File: src/rtl/pipe_pkg.sv
// Shared widths, MEM/WB field offsets and occupancy encoding for the
// inter-stage pipeline registers.
package pipe_pkg;

  localparam int IFID_DATA_W  = 96;   // Instr, PC, PCPlus4
  localparam int IFID_CTRL_W  = 1;
  localparam int IDEX_DATA_W  = 175;  // RD1, RD2, PC, ImmExt, PCPlus4, rs1, rs2, rd
  localparam int IDEX_CTRL_W  = 10;
  localparam int EXMEM_DATA_W = 101;  // ALUResult, WriteData, PCPlus4, rd
  localparam int EXMEM_CTRL_W = 4;
  localparam int MEMWB_DATA_W = 101;  // ALUResult, ReadData, PCPlus4, rd
  localparam int MEMWB_CTRL_W = 3;

  localparam int MEMWB_ALURESULT_LSB = 0;
  localparam int MEMWB_ALURESULT_MSB = 31;
  localparam int MEMWB_READDATA_LSB  = 32;
  localparam int MEMWB_READDATA_MSB  = 63;
  localparam int MEMWB_PCPLUS4_LSB   = 64;
  localparam int MEMWB_PCPLUS4_MSB   = 95;
  localparam int MEMWB_RD_LSB        = 96;
  localparam int MEMWB_RD_MSB        = 100;

  localparam int MEMWB_REGWRITE_BIT   = 0;
  localparam int MEMWB_RESULTSRC_LSB  = 1;
  localparam int MEMWB_RESULTSRC_MSB  = 2;

  typedef enum logic [1:0] {
    OCC_EMPTY = 2'd0,
    OCC_ONE   = 2'd1,
    OCC_TWO   = 2'd2
  } occ_e;

endpackage

File: src/rtl/pipe_skid_stage.sv
// Generic valid/ready pipeline register with optional 2-entry skid buffer,
// synchronous flush and bubble insertion (ctrl forced to zero when invalid).
module pipe_skid_stage
  import pipe_pkg::*;
#(
  parameter int DATA_W = MEMWB_DATA_W,
  parameter int CTRL_W = MEMWB_CTRL_W,
  parameter int SKID   = 1
) (
  input  logic              clk,
  input  logic              rst,
  input  logic              in_valid,
  output logic              in_ready,
  input  logic [DATA_W-1:0] in_data,
  input  logic [CTRL_W-1:0] in_ctrl,
  input  logic              flush,
  output logic              out_valid,
  input  logic              out_ready,
  output logic [DATA_W-1:0] out_data,
  output logic [CTRL_W-1:0] out_ctrl,
  output logic [1:0]        occupancy
);

  logic              main_valid_q;
  logic [DATA_W-1:0] main_data_q;
  logic [CTRL_W-1:0] main_ctrl_q;
  logic              skid_valid_q;
  logic [DATA_W-1:0] skid_data_q;
  logic [CTRL_W-1:0] skid_ctrl_q;

  logic in_acc;
  logic out_acc;
  occ_e occ;

  // With the skid buffer, in_ready comes straight off a flop so out_ready
  // never reaches the upstream stage combinationally.
  assign in_ready  = (SKID != 0) ? ~skid_valid_q : (~main_valid_q | out_ready);
  assign in_acc    = in_valid & in_ready;
  assign out_acc   = main_valid_q & out_ready;
  assign occ       = occ_e'({1'b0, main_valid_q} + {1'b0, skid_valid_q});

  assign out_valid = main_valid_q;
  assign out_data  = main_data_q;
  assign out_ctrl  = main_ctrl_q;
  assign occupancy = occ;

  always_ff @(posedge clk) begin
    if (rst) begin
      main_valid_q <= 1'b0;
      main_data_q  <= '0;
      main_ctrl_q  <= '0;
      skid_valid_q <= 1'b0;
      skid_data_q  <= '0;
      skid_ctrl_q  <= '0;
    end else if (flush) begin
      // Data is left in place; only valids and side-effecting ctrl are killed.
      main_valid_q <= 1'b0;
      main_ctrl_q  <= '0;
      skid_valid_q <= 1'b0;
      skid_ctrl_q  <= '0;
    end else begin
      case (occ)
        OCC_EMPTY: begin
          if (in_acc) begin
            main_valid_q <= 1'b1;
            main_data_q  <= in_data;
            main_ctrl_q  <= in_ctrl;
          end
        end
        OCC_ONE: begin
          if (in_acc && out_acc) begin
            main_data_q <= in_data;
            main_ctrl_q <= in_ctrl;
          end else if (in_acc) begin
            if (SKID != 0) begin
              skid_valid_q <= 1'b1;
              skid_data_q  <= in_data;
              skid_ctrl_q  <= in_ctrl;
            end
          end else if (out_acc) begin
            main_valid_q <= 1'b0;
            main_ctrl_q  <= '0;
          end
        end
        OCC_TWO: begin
          if (out_acc) begin
            main_data_q  <= skid_data_q;
            main_ctrl_q  <= skid_ctrl_q;
            skid_valid_q <= 1'b0;
            skid_ctrl_q  <= '0;
          end
        end
        default: begin
          main_valid_q <= 1'b0;
          main_ctrl_q  <= '0;
          skid_valid_q <= 1'b0;
          skid_ctrl_q  <= '0;
        end
      endcase
    end
  end

endmodule

File: config.mk
export PLATFORM = sky130hd
export DESIGN_NAME = pipe_skid_stage
export DESIGN_NICKNAME = d
export VERILOG_FILES = /design/src/rtl/pipe_pkg.sv /design/src/rtl/pipe_skid_stage.sv
export SDC_FILE = /design/constraint.sdc
export NUM_CORES = 1
export LEC_CHECK = 0
export ABC_AREA = 1
export BUFFER_PORTS_ARGS = -buffer_cell sky130_fd_sc_hd__buf_2
export CAP_MARGIN = 20
export CORE_MARGIN = 5
export CORE_UTILIZATION = 46
export DETAILED_ROUTE_END_ITERATION = 10
export PLACE_DENSITY = 0.73
export SLEW_MARGIN = 10
export SYNTH_ARGS = -nofsm -noshare
export SYNTH_HDL_FRONTEND = slang
export SYNTH_SLANG_ARGS = --single-unit
File: constraint.sdc
create_clock -name clk -period 1.8 [get_ports clk]
set_clock_uncertainty 0.15 [all_clocks]
set_input_delay 0.18 -clock clk [delete_from_list [all_inputs] [get_ports clk]]
set_output_delay 0.18 -clock clk [all_outputs]
set_load 0.05 [all_outputs]
== After elaboration in Yosys (flattened, before gate mapping) ==
Cells that the tools add are included.

* $add $sub $neg: 1
* Equality and inequality tests: 11
* Muxes and demuxes: 19
* Bitwise gates (word level): 7
* Reductions and logical operators: 9

{| class="wikitable"
|+ Operator list
! cell !! count
|-
| two-way mux 101 bit || 3
|-
| case mux 101 bit (3 select lines) || 1
|-
| two-way mux 3 bit || 6
|-
| case mux 3 bit (3 select lines) || 2
|-
| != test 2 bit, second input constant || 7
|-
| AND reduction 4 bit || 3
|-
| AND reduction 5 bit || 2
|-
| != test 3 bit, second input constant || 2
|-
| case mux 1 bit (3 select lines) || 2
|-
| two-way mux 1 bit || 5
|-
| NOT 1 bit || 5
|-
| nonzero test 3 bit || 1
|-
| adder 1 x 1 -> 2 bit || 1
|-
| AND 1 bit || 2
|-
| == test 2 x 1 -> 1 bit, second input constant || 1
|-
| == test 2 bit, second input constant || 1
|-
| zero test 2 bit || 1
|-
| OR reduction 2 bit || 1
|-
| logical AND 1 bit || 1
|}

* Register bits after elaboration: 210
* Input port bits: 109
* Logic and storage cells: 53

== Longest topological paths before layout ==
Gate-level depths: netlist of the first run.

* Depth in word-level cells: 5
* Mapped depth: 11
* Mapped depth without buffers: 8

== Least setup slack after synthesis of the first run ==
No wires, ideal clock.

* Kind: reg-to-reg
* Start: register main_valid_q, in the netlist out_valid
* End: register main_data_q[10], in the netlist out_data[10]
* Library setup time: 113 ps
* Arrival time: 2,360 ps
* Setup slack: -823 ps
* Cell stages (with the launch flop): 10
* Path buffers: 3
* Path through: dfxtp_1 > inv_1 > ha_1 > buf_6 > nand2_1 > clkbuf_1 > clkbuf_1 > nand3_1 > nand2_1 > nor2_1

* Word-level cells in the longest chain between the ends: 4
* Elaborated cells on any way between the ends: 12
* Those cells by class: add/sub: 1; eq/ne: 5; mux: 1; bitwise: 1; reduce/logical: 4

{| class="wikitable"
|+ Ends and longest elaborated chain
! what !! line !! RTL
|-
| from (decl) || pipe_skid_stage.sv:24 || <nowiki>logic main_valid_q;</nowiki>
|-
| from (signal assigned) || pipe_skid_stage.sv:49 || <nowiki>main_valid_q <= 1'b0;</nowiki>
|-
| from (signal assigned) || pipe_skid_stage.sv:57 || <nowiki>main_valid_q <= 1'b0;</nowiki>
|-
| from (signal assigned) || pipe_skid_stage.sv:65 || <nowiki>main_valid_q <= 1'b1;</nowiki>
|-
| adder 1 x 1 -> 2 bit (*) || pipe_skid_stage.sv:40 || <nowiki>assign occ = occ_e'({1'b0, main_valid_q} + {1'b0, skid_valid_q});</nowiki>
|-
| net occupancy[0] || pipe_skid_stage.sv:21 || <nowiki>output logic [1:0] occupancy</nowiki>
|-
| == test 2 x 1 -> 1 bit, or another cell as far along || pipe_skid_stage.sv:62 || <nowiki>case (occ)</nowiki>
|-
| != test 2 bit (no source line) or nonzero test 3 bit (tied branches) || -- ||
|-
| AND reduction 5 bit (no source line) || -- ||
|-
| to (signal assigned) || pipe_skid_stage.sv:66 || <nowiki>main_data_q <= in_data;</nowiki>
|-
| to (signal assigned) || pipe_skid_stage.sv:72 || <nowiki>main_data_q <= in_data;</nowiki>
|-
| to (signal assigned) || pipe_skid_stage.sv:87 || <nowiki>main_data_q <= skid_data_q;</nowiki>
|-
| to (decl) || pipe_skid_stage.sv:25 || <nowiki>logic [DATA_W-1:0] main_data_q;</nowiki>
|}

The timed path passes the listed nets; every way through them passes the cells marked *.
A chain may end at the register's enable or synchronous reset.

== Final worst setup path of the first run ==
* Start: register main_valid_q, in the netlist out_valid
* End: register main_data_q[22], in the netlist out_data[22]

* Word-level cells in the longest chain between the ends: 4
* Elaborated cells on any way between the ends: 12
* Those cells by class: add/sub: 1; eq/ne: 5; mux: 1; bitwise: 1; reduce/logical: 4

{| class="wikitable"
|+ Ends and longest elaborated chain
! what !! line
|-
| adder 1 x 1 -> 2 bit or AND 1 bit (tied branches) || pipe_skid_stage.sv:40, pipe_skid_stage.sv:39
|-
| == test 2 x 1 -> 1 bit, or another cell as far along || pipe_skid_stage.sv:62
|-
| != test 2 bit (no source line) or nonzero test 3 bit (tied branches) || --
|-
| AND reduction 5 bit (no source line) || --
|}

Parallel ways exist; a longest one is shown, timed or not.

==> run_results.csv, run 1 <==
group,metric,value,unit
pwr,vdd_drop_max,0.00109,V
yosys,net_count_after_synthesis,1296,
cells_and_area,num_antenna_cells,0,
route,via_per_inst,5.40,
global_route,grt_use_total,23.7,%
timing,worst_slew_pin_slew,0.374,ns
yosys,synth.area.top_cells,"sky130_fd_sc_hd__dfxtp_1, sky130_fd_sc_hd__nor2_1, sky130_fd_sc_hd__mux2i_1",
global_route,grt.busiest_layer,"met2",
cts,clock_tree.htree_level_count,1,
pwr,p_sw,3.93,mW
cts,tritoncts.num_buffers,24,
setup_path,required,2.04,ns
pwr,p_int,9.25,mW
pwr,power.density_cell_area,949,nW/um^2
cts,number_of_sinks_on_the_clock_net,210,
timing,period_minus_slack,2.01,ns
yosys,syn-instance-count,1184,
global_route,first_pass_grt_wire_length,44400,microns
setup_path,crit_path_cell_trace,"inv_2 -> ha_4 -> nand2_4 -> nand3_4 -> nor2_4 -> buf_12 -> buf_16 -> nand3_1 -> nand2_1 -> nor2_2",
cells_and_area,most_frequent_cells_in_the_layout,"sky130_fd_sc_hd__nor2_1, sky130_fd_sc_hd__buf_2, sky130_fd_sc_hd__dfxtp_1, sky130_fd_sc_hd__nand2_1, sky130_fd_sc_hd__dlygate4sd3_1",
timing,final.hold.worst_slack,0.0218,ns
global_route,global_route.usage.met1,30.1,%
cells_and_area,final_common_cell,"sky130_fd_sc_hd__nor2_1",
timing,rsz0062_at_grt,"true",
timing,finalHoldViolCount,0,
outcome,violations,"setup timing",
die,initial_standard_cell_utilization_of_the_core,46.3,%
setup_path,reg2reg_setup_slack,-0.21,ns
route,finalWirelength,34500,microns
cts,clkLatencyLatePin,0.50,ns
global_route,first_global_vias,9026,
die,placementRows,51,
global_route,antenna_violations_before_repair,0,
job,drv.max_cap_violation_count,0,
cts,worst_setup_hold_path_clk_slew,0.06,ns
timing,setup_slack,-0.211,ns
pwr,sequentialPowerShare,38.8,%
setup_path,critPathMaxStageDelay,0.37,ns
yosys,synth_area_per_cell,7.57,sq um
setup_path,end_kind,"flop",
yosys,synth_cell_types,20,
cts,cts-root-buf,"sky130_fd_sc_hd__clkbuf_16",
cells_and_area,synthToLayoutAreaGrowth,55.1,%
die,pin_count,217,
yosys,yosysTopAreaCellShare,46.9,%
cells_and_area,fin_nets,1652,
pwr,fin_total_pwr,13.2,mW
global_route,gr-usage-met2,40.3,%
yosys,synth-seq-cells,210,
cts,cts_tree,"yes",
pwr,total_leakage_power,6.25,nW
outcome,result_of_the_run,"finished with violations",
cells_and_area,drive_gt1_share,30.5,%
yosys,synth_sequential_area_ratio,46.9,%
setup_path,critical_path_peak_fanout,20,
die,die_width,150,microns
cts,ctsLongestPathBuffers,3,
pwr,power.clock.fraction,39.9,%
timing,max_slew_margin,75.0,%
route,num_vias,9841,
setup_path,setup.worst_path.start_class,"flop",
placement,place_congestion,0.782,
yosys,post-synth-top-area-cell,"sky130_fd_sc_hd__dfxtp_1",
global_route,gr-total-overflow,0,
timing,final_max_slew_viol_count,0,
route,first_iter_violations,820,
route,drc,0,
hold_path,timing.hold.worst.class,"in2reg",
global_route,grt_start_max_net_pins,65,
pwr,power.share.switching,29.8,%
pwr,part_of_the_power_in_combinational_logic,21.3,%
setup_path,cp_slowest_cell,"sky130_fd_sc_hd__dfxtp_4",
route,drt-wirelength-per-cell,19.0,microns
global_route,grt_use_met3,5.00,%
route,drt.antenna.violating_nets,0,
route,firstDrtPassIters,5,
die,die_area,22400,sq um
timing,setup-tns-final,-20.41,ns
placement,hpwlAfterDp,16200,microns
yosys,yosys_warnings,0,
setup_path,timing.critical_path.arrival,2.25,ns
yosys,syn-cell-area,8960,sq um
placement,placement.io_buffers,216,
timing,final_setup_viols,203,
timing,maxClockFrequency,0.497,GHz
timing,layout_worst_path_cycle_share,112,%
die,fp.dieH,150,microns
setup_path,critPathKind,"reg2reg",
die,fp.coreArea,19300,sq um
-- area by class of cell --
type / instances / area (sq um)
clock buffer: 34 / 709
clock inverter: 8 / 140
fill: 1345 / 5440
inverter: 10 / 58.8
multi-input combinational: 874 / 4690
sequential: 210 / 4210
tap: 265 / 332
timing repair buffer: 420 / 3760
-- cell usage after synthesis --
| library cell | n |
|---|---|
| sky130_fd_sc_hd__nor2_1 | 412 |
| sky130_fd_sc_hd__dfxtp_1 | 210 |
| sky130_fd_sc_hd__nand2_1 | 131 |
| sky130_fd_sc_hd__nand3_1 | 111 |
| sky130_fd_sc_hd__mux2i_1 | 101 |
| sky130_fd_sc_hd__o21ai_0 | 101 |
| sky130_fd_sc_hd__buf_2 | 40 |
| sky130_fd_sc_hd__clkbuf_1 | 24 |
| sky130_fd_sc_hd__buf_4 | 20 |
| sky130_fd_sc_hd__inv_1 | 9 |
| sky130_fd_sc_hd__a21oi_1 | 7 |
| sky130_fd_sc_hd__buf_1 | 5 |
| sky130_fd_sc_hd__ha_1 | 3 |
| sky130_fd_sc_hd__nand3b_1 | 3 |
| sky130_fd_sc_hd__nand2_2 | 2 |
| sky130_fd_sc_hd__buf_6 | 1 |
| sky130_fd_sc_hd__inv_2 | 1 |
| sky130_fd_sc_hd__nor3_1 | 1 |
| sky130_fd_sc_hd__nor3_2 | 1 |
| sky130_fd_sc_hd__nor3b_2 | 1 |
-- timing repair --
action / CTS / global route
pin swaps: 1 / 36
hold endpoints to repair: 210 / 0
gates resized for setup: 16 / 165
hold buffers: 106 / 0
buffers inserted: 1 / 8
gates cloned: 1 / 35
setup endpoints to repair: 151 / 210
-- routing by layer --
metal	routed length, microns	share of wire [%]
met5	0	0
met4	1540	4.4
met3	2920	8.4
met1	13200	38
met2	16800	49
-- critical path, delay by kind of cell (launching register included) --
family                   cells  cell delay (ns)
flip-flops                   1             0.37
adder cells (fa/ha/maj)      1             0.26
AND/OR/NAND/NOR              6             0.74
buffers and inverters        3             0.36
-- flip-flops by register name, indices dropped and copies added (netlist names) --
register / flops
out_valid: 1
skid_ctrl_q: 3
out_ctrl: 3
skid_data_q: 101
skid_valid_q: 1
out_data: 101
-- kinds of logic after synthesis --
group	Yosys count	share of synthesized area [%]
compound gates	108	6.03
flops	210	46.9
buf+inv	100	5.67
fa+ha+maj	3	0.419
mux	101	11.3
simple gates	662	29.7
-- power groups by stage --
stage               Combinational, mW  Sequential [mW]  Clock [mW]
global placement                 2.11             5.18           0
CTS                              2.36             5.08        5.28
global route                     2.96             5.14        5.50
floorplan                       0.777             5.89           0
detailed placement               2.13             5.18           0
finish                           2.80             5.12        5.26
-- stage by stage --
step	cells	setup WS (ns)	utilization, %	cell area, sq um
after floorplan	1184	-0.137	-	9040
after global placement	1629	-0.0510	54.9	10600
after detailed placement	1629	-0.109	54.9	10600
after CTS	1779	-0.0640	65.3	12600
after global routing	1821	-0.251	71.9	13900
final	1821	-0.211	71.9	13900
-- final timing paths --
check,from,to,cells past startpoint
max,out_valid$_SDFFE_PP0P_,out_data[22]$_SDFFE_PP0P_,10
min,in_valid,out_valid$_SDFFE_PP0P_,6
max reg2reg,out_valid$_SDFFE_PP0P_,out_data[22]$_SDFFE_PP0P_,10
min reg2reg,out_data[77]$_SDFFE_PP0P_,out_data[77]$_SDFFE_PP0P_,2
Power figures use the tool's default switching activity.
==> run 2, diff against run 1 <==
REMOVE_ABC_BUFFERS = 1   (was unset)
clock period = 1.85 ns   (was 1.8 ns; I/O delays follow)
==> run 2 against run 1 <==
The flow still finishes with violations (setup timing). Core utilization is 0.58 points higher. Count of clock-buffer cells in the layout is 3 lower. First-iteration DRC count is 25% lower. Power is 2.1% lower. Cell count is 0.33% lower. Design area is 0.80% higher. Clock power is 1% lower. Sequential share of layout area is 0.26 points lower. Worst setup slack better by 0.12 ns. Critical path type unchanged. Critical endpoint is now out_ctrl[1]$_SDFFE_PP0P_. Highest routed layer unchanged.
==> run_results.csv, run 2 (same netlist as run 1, synthesis figures left out) <==
group,metric,value,unit
placement,placement.io_buffers,216,
cells_and_area,most_frequent_cells_in_the_layout,"sky130_fd_sc_hd__nor2_1, sky130_fd_sc_hd__buf_2, sky130_fd_sc_hd__dfxtp_1, sky130_fd_sc_hd__nand2_1, sky130_fd_sc_hd__nand3_1",
setup_path,worstSetupPathDepth,12,
global_route,grt_start_max_net_pins,93,
cts,cts_tree,"yes",
placement,place_congestion,0.833,
route,num_vias,9758,
setup_path,cp_slowest_cell,"sky130_fd_sc_hd__dfxtp_2",
timing,final.hold.worst_slack,0.215,ns
hold_path,worst_hold_path.num_cells,7,
global_route,gr-total-overflow,0,
outcome,violations,"setup timing",
die,die_width,150,microns
route,drt.antenna.violating_nets,0,
cts,clock_tree.htree_level_count,1,
die,die_area,22400,sq um
global_route,grt_use_total,23.3,%
timing,finalHoldViolCount,0,
cts,tritoncts.num_buffers,24,
timing,worst_slew_pin_slew,0.447,ns
setup_path,end_kind,"flop",
cells_and_area,final_common_cell,"sky130_fd_sc_hd__nor2_1",
global_route,antenna_violations_before_repair,1,
cts,number_of_sinks_on_the_clock_net,210,
placement,hpwlAfterDp,15300,microns
outcome,result_of_the_run,"finished with violations",
global_route,first_global_vias,8754,
die,initial_standard_cell_utilization_of_the_core,46.3,%
die,placementRows,51,
setup_path,timing.critical_path.arrival,2.17,ns
setup_path,reg2reg_depth,12,
setup_path,critPathKind,"reg2reg",
setup_path,worstPathBufferInverterCount,7,
pwr,vdd_drop_max,0.000619,V
cts,worst_setup_hold_path_clk_slew,0.06,ns
placement,placed_area,10500,sq um
hold_path,timing.hold.worst.class,"in2reg",
job,drv.max_cap_violation_count,0,
pwr,total_leakage_power,6.15,nW
placement,placement.setup.worst_slack,-0.210,ns
cells_and_area,drive_gt1_share,31.4,%
route,first_iter_violations,619,
route,drc,0,
timing,period_minus_slack,1.94,ns
setup_path,critPathMaxStageDelay,0.34,ns
timing,final_setup_viols,73,
cells_and_area,post-route-cell-area,14000,sq um
timing,max_slew_margin,70.2,%
timing,setup-tns-final,-1.94,ns
setup_path,crit_path_cell_trace,"inv_2 -> ha_4 -> nand2_2 -> buf_4 -> buf_4 -> buf_4 -> buf_4 -> buf_4 -> inv_1 -> nor2_2 -> nand2_1 -> a21oi_1",
setup_path,required,2.09,ns
cts,clkLatencyLatePin,0.51,ns
cells_and_area,synthToLayoutAreaGrowth,56.4,%
pwr,power.density_cell_area,921,nW/um^2
timing,rsz0062_at_grt,"true",
route,drt-wirelength-per-cell,17.9,microns
setup_path,setup.worst_path.start_class,"flop",
setup_path,worst_path_dominant_cell_family,"buffers and inverters",
die,fp.dieH,150,microns
cells_and_area,fin_nets,1643,
timing,final_max_slew_viol_count,0,
setup_path,cpMostUsedCell,"sky130_fd_sc_hd__buf_4",
route,finalWirelength,32400,microns
timing,setup_slack,-0.0882,ns
timing,layout_worst_path_cycle_share,105,%
route,via_per_inst,5.38,
pwr,fin_total_pwr,12.9,mW
cts,ctsLongestPathBuffers,3,
cts,cts-root-buf,"sky130_fd_sc_hd__clkbuf_16",
die,pin_count,217,
die,fp.coreArea,19300,sq um
global_route,first_pass_grt_wire_length,43600,microns
timing,maxClockFrequency,0.516,GHz
setup_path,critical_path_peak_fanout,4,
route,firstDrtPassIters,5,
==> run 2: cell type report <==
| class | count | area, sq um |
|---|---|---|
| multi-input cells | 874 | 4820 |
| clock inverters | 13 | 174 |
| well taps | 265 | 332 |
| fillers | 1346 | 5330 |
| clock buffers | 31 | 708 |
| flip-flops and latches | 210 | 4210 |
| diodes | 1 | 2.50 |
| repair buffers | 411 | 3700 |
| inverters | 10 | 56.3 |
==> run 2: path summary, 6_finish.rpt <==
path / startpoint / to / slack (ns)
worst min-delay path: out_ready / skid_valid_q$_SDFFE_PP0P_ / 0.22
worst max register to register: out_valid$_SDFFE_PP0P_ / out_ctrl[1]$_SDFFE_PP0P_ / -0.09
worst max-delay path: out_valid$_SDFFE_PP0P_ / out_ctrl[1]$_SDFFE_PP0P_ / -0.09
worst min register to register: out_data[24]$_SDFFE_PP0P_ / out_data[24]$_SDFFE_PP0P_ / 0.31
==> run 2: tightest hold or removal path, stage by stage <==
cell and delay (ns):
sky130_fd_sc_hd__buf_2 0.08, sky130_fd_sc_hd__nand2_2 0.09, sky130_fd_sc_hd__buf_4 0.15, sky130_fd_sc_hd__nor2_1 0.12, sky130_fd_sc_hd__nor2_2 0.07, sky130_fd_sc_hd__nand3_1 0.06, sky130_fd_sc_hd__a21oi_1 0.06
==> run 2: timing repair <==
| action | CTS | global route |
|---|---|---|
| pin swaps | 8 | 86 |
| setup endpoints to repair | 204 | 211 |
| hold endpoints to repair | 210 | 0 |
| gates cloned | 4 | 28 |
| gates resized for setup | 30 | 249 |
| setup buffers | 12 | 1 |
| hold buffers | 108 | 0 |
==> run 2: where the power goes <==
part,internal (mW),switching (mW),total (mW)
sequential,4.80,0.182,4.98
clock,3.26,1.94,5.20
combinational,0.995,1.72,2.72
==> run 2: metrics by stage <==
stage	cells	util, %
after floorplan	1094	-
final	1815	72.4
after global placement	1617	54.2
after global routing	1815	72.4
after CTS	1785	66.2
after detailed placement	1617	54.2
==> run 2: per-layer routing <==
metal  part of all wire [%]  routed length (microns)  GRT usage (%)
met1                     39                    12600           30.2
met3                    8.4                     2730           3.73
met4                    4.6                     1500           8.47
met5                      0                        0              0
met2                     48                    15600           39.5
